## config.mk

```make
export PLATFORM = sky130hd
export DESIGN_NAME = blink_decode
export DESIGN_NICKNAME = d
export VERILOG_FILES = /design/src/rtl/blink_decode.sv
export SDC_FILE = /design/constraint.sdc
export NUM_CORES = 1
export LEC_CHECK = 0
export BUFFER_PORTS_ARGS = -buffer_cell sky130_fd_sc_hd__buf_2
export CORE_MARGIN = 1
export CORE_UTILIZATION = 40
export DETAILED_ROUTE_END_ITERATION = 8
export GPL_ROUTABILITY_DRIVEN = 1
export PLACE_DENSITY = 0.54
export SETUP_SLACK_MARGIN = 0.3
export SLEW_MARGIN = 20
export SYNTH_ARGS = -nofsm -noshare
export SYNTH_HDL_FRONTEND = slang
export SYNTH_SLANG_ARGS = --single-unit
export TNS_END_PERCENT = 50
```

## constraint.sdc

```tcl
create_clock -name clk -period 7.3 [get_ports clk]
set_input_delay 1.095 -clock clk [delete_from_list [all_inputs] [get_ports clk]]
set_output_delay 1.095 -clock clk [all_outputs]
set_load 0.01 [all_outputs]
```

## src/rtl/blink_decode.sv

```systemverilog
// -----------------------------------------------------------------------------
// blink_decode
//   Receiver for the LED blink-code protocol. The blink line is synchronised
//   into clk, a run of fast toggles (the preamble) arms the decoder, then two
//   pulse trains are counted: the column field and the row field. Each field
//   is closed by a long low gap. After the row gap the recovered (col,row)
//   pair is presented together with a one-cycle valid strobe.
//
// Ports
//   clk        in   system clock
//   reset      in   synchronous, active-high reset
//   led_in     in   blink line, asynchronous to clk
//   col[6:0]   out  last decoded column
//   row[6:0]   out  last decoded row
//   valid      out  one-cycle strobe, col/row updated this cycle
//   frame_err  out  one-cycle strobe, frame aborted
//   locked     out  high after a good frame, low after an error
// -----------------------------------------------------------------------------
module blink_decode #(
  parameter int SLOT_CLKS = 16,
  parameter int PRE_MIN   = 16,
  parameter int MIN_HIGH  = 4,
  parameter int MAX_HIGH  = 12,
  parameter int GAP_CLKS  = 24
) (
  input  logic       clk,
  input  logic       reset,
  input  logic       led_in,
  output logic [6:0] col,
  output logic [6:0] row,
  output logic       valid,
  output logic       frame_err,
  output logic       locked
);

  localparam int TOG_W = $clog2(PRE_MIN + 1);
  // High counter saturates one past the legal maximum so over-long pulses
  // stay visibly over-long.
  localparam int HI_W  = $clog2(MAX_HIGH + 2);
  // Low counter is sized with one slot of headroom above the gap threshold;
  // it saturates at the threshold.
  localparam int LO_W  = $clog2(GAP_CLKS + SLOT_CLKS + 1);

  localparam logic [TOG_W-1:0] TOG_SAT = TOG_W'(PRE_MIN);
  localparam logic [HI_W-1:0]  HI_MIN  = HI_W'(MIN_HIGH);
  localparam logic [HI_W-1:0]  HI_MAX  = HI_W'(MAX_HIGH);
  localparam logic [HI_W-1:0]  HI_SAT  = HI_W'(MAX_HIGH + 1);
  localparam logic [LO_W-1:0]  LO_GAP  = LO_W'(GAP_CLKS);
  localparam logic [6:0]       CNT_MAX = 7'd127;

  localparam logic [1:0] S_HUNT = 2'd0;
  localparam logic [1:0] S_PRE  = 2'd1;
  localparam logic [1:0] S_COL  = 2'd2;
  localparam logic [1:0] S_ROW  = 2'd3;

  logic              r_sync_p0;
  logic              r_sync_p1;
  logic              r_prev_p2;
  logic [TOG_W-1:0]  r_tog;
  logic [1:0]        r_state;
  logic [HI_W-1:0]   r_hi;
  logic [LO_W-1:0]   r_lo;
  logic [6:0]        r_col_cnt;
  logic [6:0]        r_row_cnt;
  logic              r_done;

  logic              w_s;
  logic              w_toggle;
  logic              w_fall;
  logic              w_in_field;
  logic              w_hi_bad;
  logic              w_pulse_ok;
  logic [6:0]        w_fld;
  logic              w_ovf;
  logic              w_err;
  logic              w_gap;

  assign w_s        = r_sync_p1;
  assign w_toggle   = w_s ^ r_prev_p2;
  assign w_fall     = r_prev_p2 & ~w_s;
  assign w_in_field = (r_state == S_COL) || (r_state == S_ROW);

  // A pulse is bad if it ends outside the legal width window, or if it is
  // still high after already exceeding the maximum width.
  assign w_hi_bad   = (w_fall && ((r_hi < HI_MIN) || (r_hi > HI_MAX))) ||
                      (w_s && (r_hi > HI_MAX));
  assign w_pulse_ok = w_fall && !w_hi_bad;
  assign w_fld      = (r_state == S_COL) ? r_col_cnt : r_row_cnt;
  // A 128th pulse has no representation; reject instead of wrapping.
  assign w_ovf      = w_pulse_ok && (w_fld == CNT_MAX);
  assign w_err      = w_in_field && (w_hi_bad || w_ovf);
  assign w_gap      = w_in_field && (r_lo == LO_GAP);

  // ---- stage p0/p1: synchroniser; p2: previous sample and toggle run ----
  always_ff @(posedge clk) begin
    if (reset) begin
      r_sync_p0 <= 1'b0;
      r_sync_p1 <= 1'b0;
      r_prev_p2 <= 1'b0;
      r_tog     <= '0;
    end else begin
      r_sync_p0 <= led_in;
      r_sync_p1 <= r_sync_p0;
      r_prev_p2 <= r_sync_p1;
      // Runs in every state so a preamble that aborts a field can still lock.
      if (w_toggle)
        r_tog <= (r_tog == TOG_SAT) ? r_tog : r_tog + TOG_W'(1);
      else
        r_tog <= '0;
    end
  end

  // ---- frame state machine, pulse engine and output registers ----
  always_ff @(posedge clk) begin
    if (reset) begin
      r_state   <= S_HUNT;
      r_hi      <= '0;
      r_lo      <= '0;
      r_col_cnt <= '0;
      r_row_cnt <= '0;
      r_done    <= 1'b0;
      col       <= '0;
      row       <= '0;
      valid     <= 1'b0;
      frame_err <= 1'b0;
      locked    <= 1'b0;
    end else begin
      valid     <= 1'b0;
      frame_err <= 1'b0;
      r_done    <= 1'b0;

      // Publish one clock after the row gap closes the frame.
      if (r_done) begin
        col    <= r_col_cnt;
        row    <= r_row_cnt;
        valid  <= 1'b1;
        locked <= 1'b1;
      end

      case (r_state)
        S_HUNT: begin
          if (r_tog == TOG_SAT)
            r_state <= S_PRE;
        end

        S_PRE: begin
          if (!w_toggle) begin
            r_state   <= S_COL;
            r_col_cnt <= '0;
            r_hi      <= '0;
            r_lo      <= '0;
          end
        end

        default: begin
          if (w_s) begin
            r_hi <= (r_hi == HI_SAT) ? r_hi : r_hi + HI_W'(1);
            r_lo <= '0;
          end else begin
            r_lo <= (r_lo == LO_GAP) ? r_lo : r_lo + LO_W'(1);
            r_hi <= '0;
          end

          // Error wins over a field close in the same clock.
          if (w_err) begin
            frame_err <= 1'b1;
            locked    <= 1'b0;
            r_state   <= S_HUNT;
          end else if (w_gap) begin
            if (r_state == S_COL) begin
              r_state   <= S_ROW;
              r_row_cnt <= '0;
              r_lo      <= '0;
            end else begin
              r_state <= S_HUNT;
              r_done  <= 1'b1;
            end
          end else if (w_pulse_ok) begin
            if (r_state == S_COL)
              r_col_cnt <= r_col_cnt + 7'd1;
            else
              r_row_cnt <= r_row_cnt + 7'd1;
          end
        end
      endcase
    end
  end

endmodule

```

==> flow_summary.json, run 1 <==
{
  "grt_setup_unrepaired": "false",
  "grt-ovfl-total": 0,
  "critPathArrivalTime_ns": 2.81,
  "num_rows": 29,
  "synth_cell_types": 49,
  "period_needed_ns": 2.58,
  "gp_congestion": 0.736,
  "power_density_mw_per_mm2": 215,
  "outcome": "completed",
  "path_cells": "inv_1 > ha_1 > nor2b_1 > nor2_1 > o21ai_0 > or2_2 > or3b_2 > a21oi_1",
  "synth_cells": 297,
  "cts_max_path_buffers": 2,
  "fin_tns_setup_ns": 0,
  "slew_violations": 0,
  "nets": 331,
  "max-cap-violations": 0,
  "cts.clk_slew.worst_paths_ns": 0.09,
  "cts_root_buf": "clkbuf_8",
  "grt_pass1_vias": 1824,
  "drc": 0,
  "cts.sinks": 52,
  "yosys_warnings": 0,
  "cts_max_level": 2,
  "worst_pin_slew_ns": 0.928,
  "rr_startpoint": "r_state[1]",
  "fill_cells": 660,
  "period_share_pct": 35.3,
  "postRouteAntennaNets": 0,
  "worstPathMaxFanout": 11,
  "synthArstFlopShare_pct": 0,
  "cts_resized": 0,
  "min_from": "r_sync_p0",
  "slew_headroom_pct": 38.1,
  "cts_buffers": 5,
  "synth_top_cell_by_area": "dfxtp_1",
  "endpoint_kind": "flop",
  "post_cts_buffers": 0,
  "first_iter_violations": 100,
  "critPathMaxStageDelay_ns": 0.51,
  "power.leakage_uw": 0.00107,
  "crit_type": "flop to flop",
  "final_cells": 390,
  "synth.top_cell.area_share_pct": 39.9,
  "synth_edf_count": 0,
  "antenna_cells": 0,
  "fp.coreArea_mm2": 0.00631,
  "pre_cts_ws_ns": 4.71,
  "syn_area_mm2": 0.00261,
  "globalRouteTotalUtil_pct": 17.1,
  "fp.dieArea_mm2": 0.00686,
  "hp-class": "flop to flop",
  "ys_seq_elements": 52,
  "timing.rr.end": "r_hi[2]",
  "grt_pass1_wl_mm": 8.84,
  "final_common_cell": "dfxtp_1",
  "post_drt_wl_per_cell_um": 13.5,
  "io_pins": 20,
  "start_util_pct": 41.4,
  "portBuffers": 19,
  "synth-main-ff-cell": "dfxtp_1",
  "hold_buffers": 0,
  "finalSetupViolCount": 0,
  "vias_per_cell": 5.26,
  "required_ns": 7.53,
  "place_area_mm2": 0.00277,
  "worst_slack_ns": 4.72,
  "ir_drop_uv": 95.4,
  "dp_hpwl_mm": 3.70,
  "cts_tree": "built",
  "syn-num-nets": 315,
  "grt_max_degree": 49,
  "clock.fmax_mhz": 388,
  "hold_end": "r_sync_p1",
  "final_hold_viol_count": 0,
  "firstDrtPassIters": 4,
  "syn_area_per_cell_um2": 8.79,
  "synth_area_leaders": "dfxtp_1 40%, ha_1 7.2%, nor2_1 6.8%",
  "postRouteWirelength_mm": 5.27,
  "via_count": 2050,
  "antenna_found_initial": 0,
  "layout-drive-gt1-share_pct": 13.1,
  "regArea_mm2": 0.00104,
  "area_growth_pct": 10.8,
  "multi_input_area_mm2": 0.00148,
  "critical-path-top-delay-family": "simple AND/OR/NAND/NOR gates",
  "totalPowerFinal_uw": 621,
  "r2r_slack_ns": 4.72,
  "path_buf_inv": 1,
  "dp.cells": 383,
  "ys_seq_area_share_pct": 39.9,
  "clk_latency_ns": 0.31,
  "dieWidth_um": 82.8,
  "min_path_cells": 1,
  "crit_slowest_cell": "dfxtp_1",
  "fin_skew_ns": 0.00864,
  "final_cell_mix": "52 x dfxtp_1, 47 x nor2_1, 23 x a21oi_1, 19 x buf_2, 17 x mux2i_1",
  "r2r_cells": 8,
  "finish.instance_area_mm2": 0.00289,
  "critPathLaunchType": "flop",
  "die_h_um": 82.8
}
[power by group]
| part | switching (uW) | internal (uW) |
|---|---|---|
| Combinational | 63.4 | 34.1 |
| Clock | 93.3 | 135 |
| Sequential | 6.28 | 289 |
[metal layers]
layer	GRT usage (%)	vias up	wire, um
met3	3.61	7	145
met4	6.38	0	77
met5	0	-	0
li1	-	1073	-
met1	22.7	946	2680
met2	27.0	24	2360
[stage by stage]
stage | utilization, % | hold WS, ns
2_1_floorplan | - | 0.414
3_3_place_gp | 43.8 | 0.458
3_5_place_dp | 43.8 | 0.439
4_1_cts | 45.8 | 0.461
5_1_grt | 45.8 | 0.467
6_report | 45.8 | 0.456
[final cells by class]
cell class	count	area share [%]
inverter	13	1.69
timing repair buffer	19	3.29
multi-input combinational	222	51.3
clock buffer	5	2.38
sequential	52	36.0
tap	77	3.33
clock inverter	2	2.08
[sequential cells by signal, indices dropped and copies added (netlist names)]
signal / cells
locked: 1
r_prev_p2: 1
r_hi: 4
col: 7
r_sync_p0: 1
r_state: 2
r_done: 1
r_col_cnt: 7
r_tog: 5
valid: 1
r_row_cnt: 7
r_lo: 6
row: 7
frame_err: 1
r_sync_p1: 1
[how the worst max path moves through the flow]
stage,startpoint,endpoint,slack [ns],cells past startpoint
6_report,r_state[1],r_hi[2],4.72,8
5_1_grt,r_sync_p1,r_row_cnt[1],4.47,9
4_1_cts,r_sync_p1,r_row_cnt[3],4.70,9
3_5_place_dp,r_sync_p1,r_row_cnt[3],4.71,9
3_3_place_gp,r_sync_p1,r_row_cnt[3],4.73,9
2_1_floorplan,r_state[1],r_hi[2],5.01,9
[cell families (layout without fill, tap and decap cells)]
kind of cell | after synthesis | after routing | share of synthesized area, %
AO/OA/AOI/OAI | 61 | 61 | 15.8
buffers and inverters | 23 | 39 | 3.31
AND/OR/NAND/NOR | 122 | 122 | 25.0
multiplexers | 17 | 17 | 6.52
adder cells (fa/ha/maj) | 15 | 15 | 7.19
flip-flops | 52 | 52 | 39.9
XOR/XNOR | 7 | 7 | 2.35
[synthesized netlist by cell type, types with 2 or more instances]
library cell / n
inv_1: 13
a211oi_1: 4
o21a_1: 2
and2_1: 2
nor2_1: 47
or2_2: 5
o21ai_0: 11
nor3_1: 8
or3b_2: 2
nand4b_1: 5
a31oi_1: 2
nor2b_1: 7
mux2i_1: 17
dfxtp_1: 52
ha_1: 15
a32oi_1: 2
nand3_1: 9
or3_1: 2
and3_1: 4
nand2_1: 10
nand2b_1: 7
xnor2_1: 5
xor2_1: 2
nand4_1: 3
a31o_2: 2
a21o_1: 2
o2bb2ai_1: 4
a21oi_1: 23
clkbuf_1: 10
No activity file was read; power rests on OpenSTA's default activity.
==> run 2, diff against run 1 <==
==> constraint.sdc (replaced) <==
create_clock -name clk -period 2.6 [get_ports clk]
set_input_delay 0.39 -clock clk [delete_from_list [all_inputs] [get_ports clk]]
set_output_delay 0.39 -clock clk [all_outputs]
set_load 0.01 [all_outputs]
==> run 2 against run 1 <==
- sequential cell count stayed put
- global-route usage increased by 0.34 points
- setup slack got worse by 4.4 ns
- worst hold slack got worse by 0.16 ns
- die area unchanged
- clock power increased by 140%
- final cell count is 3.6% higher
- final area rose by 4.8%
- critical endpoint is now r_row_cnt[6]
==> flow_summary.json, run 2 (synthesized netlist as in run 1, its figures left out) <==
{
  "crit_type": "flop to flop",
  "nets": 344,
  "clk_latency_ns": 0.31,
  "gp_congestion": 0.806,
  "globalRouteTotalUtil_pct": 17.4,
  "finalSetupViolCount": 0,
  "ir_drop_uv": 276,
  "rr_startpoint": "r_sync_p1",
  "period_needed_ns": 2.23,
  "via_count": 2158,
  "fp.dieArea_mm2": 0.00686,
  "slew_violations": 0,
  "firstDrtPassIters": 4,
  "num_rows": 29,
  "layout-drive-gt1-share_pct": 21.7,
  "min_from": "led_in",
  "postRouteWirelength_mm": 5.61,
  "post_drt_wl_per_cell_um": 13.9,
  "r2r_slack_ns": 0.37,
  "required_ns": 2.84,
  "period_share_pct": 85.7,
  "cts.sinks": 52,
  "vias_per_cell": 5.34,
  "cts_tree": "built",
  "antenna_found_initial": 0,
  "pre_cts_ws_ns": 0.142,
  "cts_max_level": 2,
  "die_h_um": 82.8,
  "power_density_mw_per_mm2": 563,
  "antenna_cells": 0,
  "outcome": "completed",
  "hp-class": "input pin to flop",
  "min_path_cells": 2,
  "clock.fmax_mhz": 449,
  "grt_pass1_vias": 1887,
  "slew_headroom_pct": 57.6,
  "r2r_cells": 9,
  "final_hold_viol_count": 0,
  "cts.clk_slew.worst_paths_ns": 0.09,
  "portBuffers": 19,
  "fin_tns_setup_ns": 0,
  "grt-ovfl-total": 0,
  "drc": 0,
  "fill_cells": 623,
  "totalPowerFinal_uw": 1710,
  "worstPathMaxFanout": 4,
  "dp_hpwl_mm": 3.96,
  "endpoint_kind": "flop",
  "grt_pass1_wl_mm": 9.07,
  "first_iter_violations": 80,
  "dp.cells": 392,
  "cts_buffers": 5,
  "start_util_pct": 41.4,
  "fin_skew_ns": 0.00833,
  "critPathArrivalTime_ns": 2.47,
  "fp.coreArea_mm2": 0.00631,
  "cts_max_path_buffers": 2,
  "area_growth_pct": 16.1,
  "power.leakage_uw": 0.00113,
  "final_cell_mix": "47 x nor2_1, 47 x dfxtp_1, 21 x a21oi_1, 19 x buf_2, 17 x mux2i_1",
  "grt_max_degree": 35,
  "dieWidth_um": 82.8,
  "grt_setup_unrepaired": "true",
  "max-cap-violations": 0,
  "hold_buffers": 0,
  "postRouteAntennaNets": 0,
  "hold_end": "r_sync_p0",
  "worst_slack_ns": 0.373,
  "timing.rr.end": "r_row_cnt[6]",
  "worst_pin_slew_ns": 0.635,
  "io_pins": 20,
  "final_cells": 404,
  "cts_root_buf": "clkbuf_8",
  "critPathLaunchType": "flop"
}
run 2: per-stage QoR:
step | utilization, % | area, um2 | hold WS (ns)
after CTS | 46.8 | 2950 | 0.288
after detailed placement | 44.9 | 2830 | 0.430
after global routing | 48.0 | 3030 | 0.311
after global placement | 44.9 | 2830 | 0.438
final | 48.0 | 3030 | 0.295
after floorplan | - | 2610 | 0.414
run 2: timing repair:
item                                    4_1_cts  5_1_grt
endpoints found under the setup margin       18       24
gates cloned                                  0        0
hold endpoints to repair                      0        0
setup buffers                                 0        4
resized for setup                             4       17
pin swaps                                     1        6
run 2: worst max-delay path, cell delays in order (launching register included):
cell       delay (ns)
dfxtp_4          0.37
inv_1            0.05
ha_2             0.19
or2_0            0.23
a32oi_2          0.31
nand3_2          0.12
o21a_4           0.24
a2111oi_4        0.36
nand3_1          0.14
a21oi_2          0.15
run 2: worst max-delay path by stage:
| stage | from | to | slack (ns) |
|---|---|---|---|
| 4_1_cts | r_state[0] | r_state[1] | 0.28 |
| 3_5_place_dp | r_sync_p1 | r_row_cnt[6] | 0.14 |
| 2_1_floorplan | r_state[1] | r_hi[2] | 0.31 |
| 5_1_grt | r_hi[0] | r_row_cnt[6] | 0.23 |
| 3_3_place_gp | r_sync_p1 | r_row_cnt[6] | 0.16 |
| 6_report | r_sync_p1 | r_row_cnt[6] | 0.37 |
run 2: final cells by class:
cell class	instances	area [um2]	area share, %
multi-input cells	222	1530	50.5
flip-flops and latches	52	1050	34.8
repair buffers	32	193	6.36
well taps	77	96.3	3.18
clock buffers	6	72.6	2.39
inverters	13	48.8	1.61
clock inverters	2	35.0	1.16
run 2: metal layers:
layer | part of all wire, % | up-vias | track usage [%]
met4 | 0.95 | 0 | 5.52
met5 | 0 | - | 0
met3 | 3.3 | 5 | 2.84
met2 | 46 | 43 | 28.4
met1 | 50 | 1013 | 23.4
li1 | - | 1097 | -
run 2: where the power goes:
| group | internal, uW | switching (uW) | leakage, uW |
|---|---|---|---|
| Combinational | 130 | 199 | 0.000653 |
| Sequential | 813 | 18.1 | 0.000423 |
| Clock | 286 | 262 | 0.0000552 |
| Total | 1230 | 479 | 0.00113 |
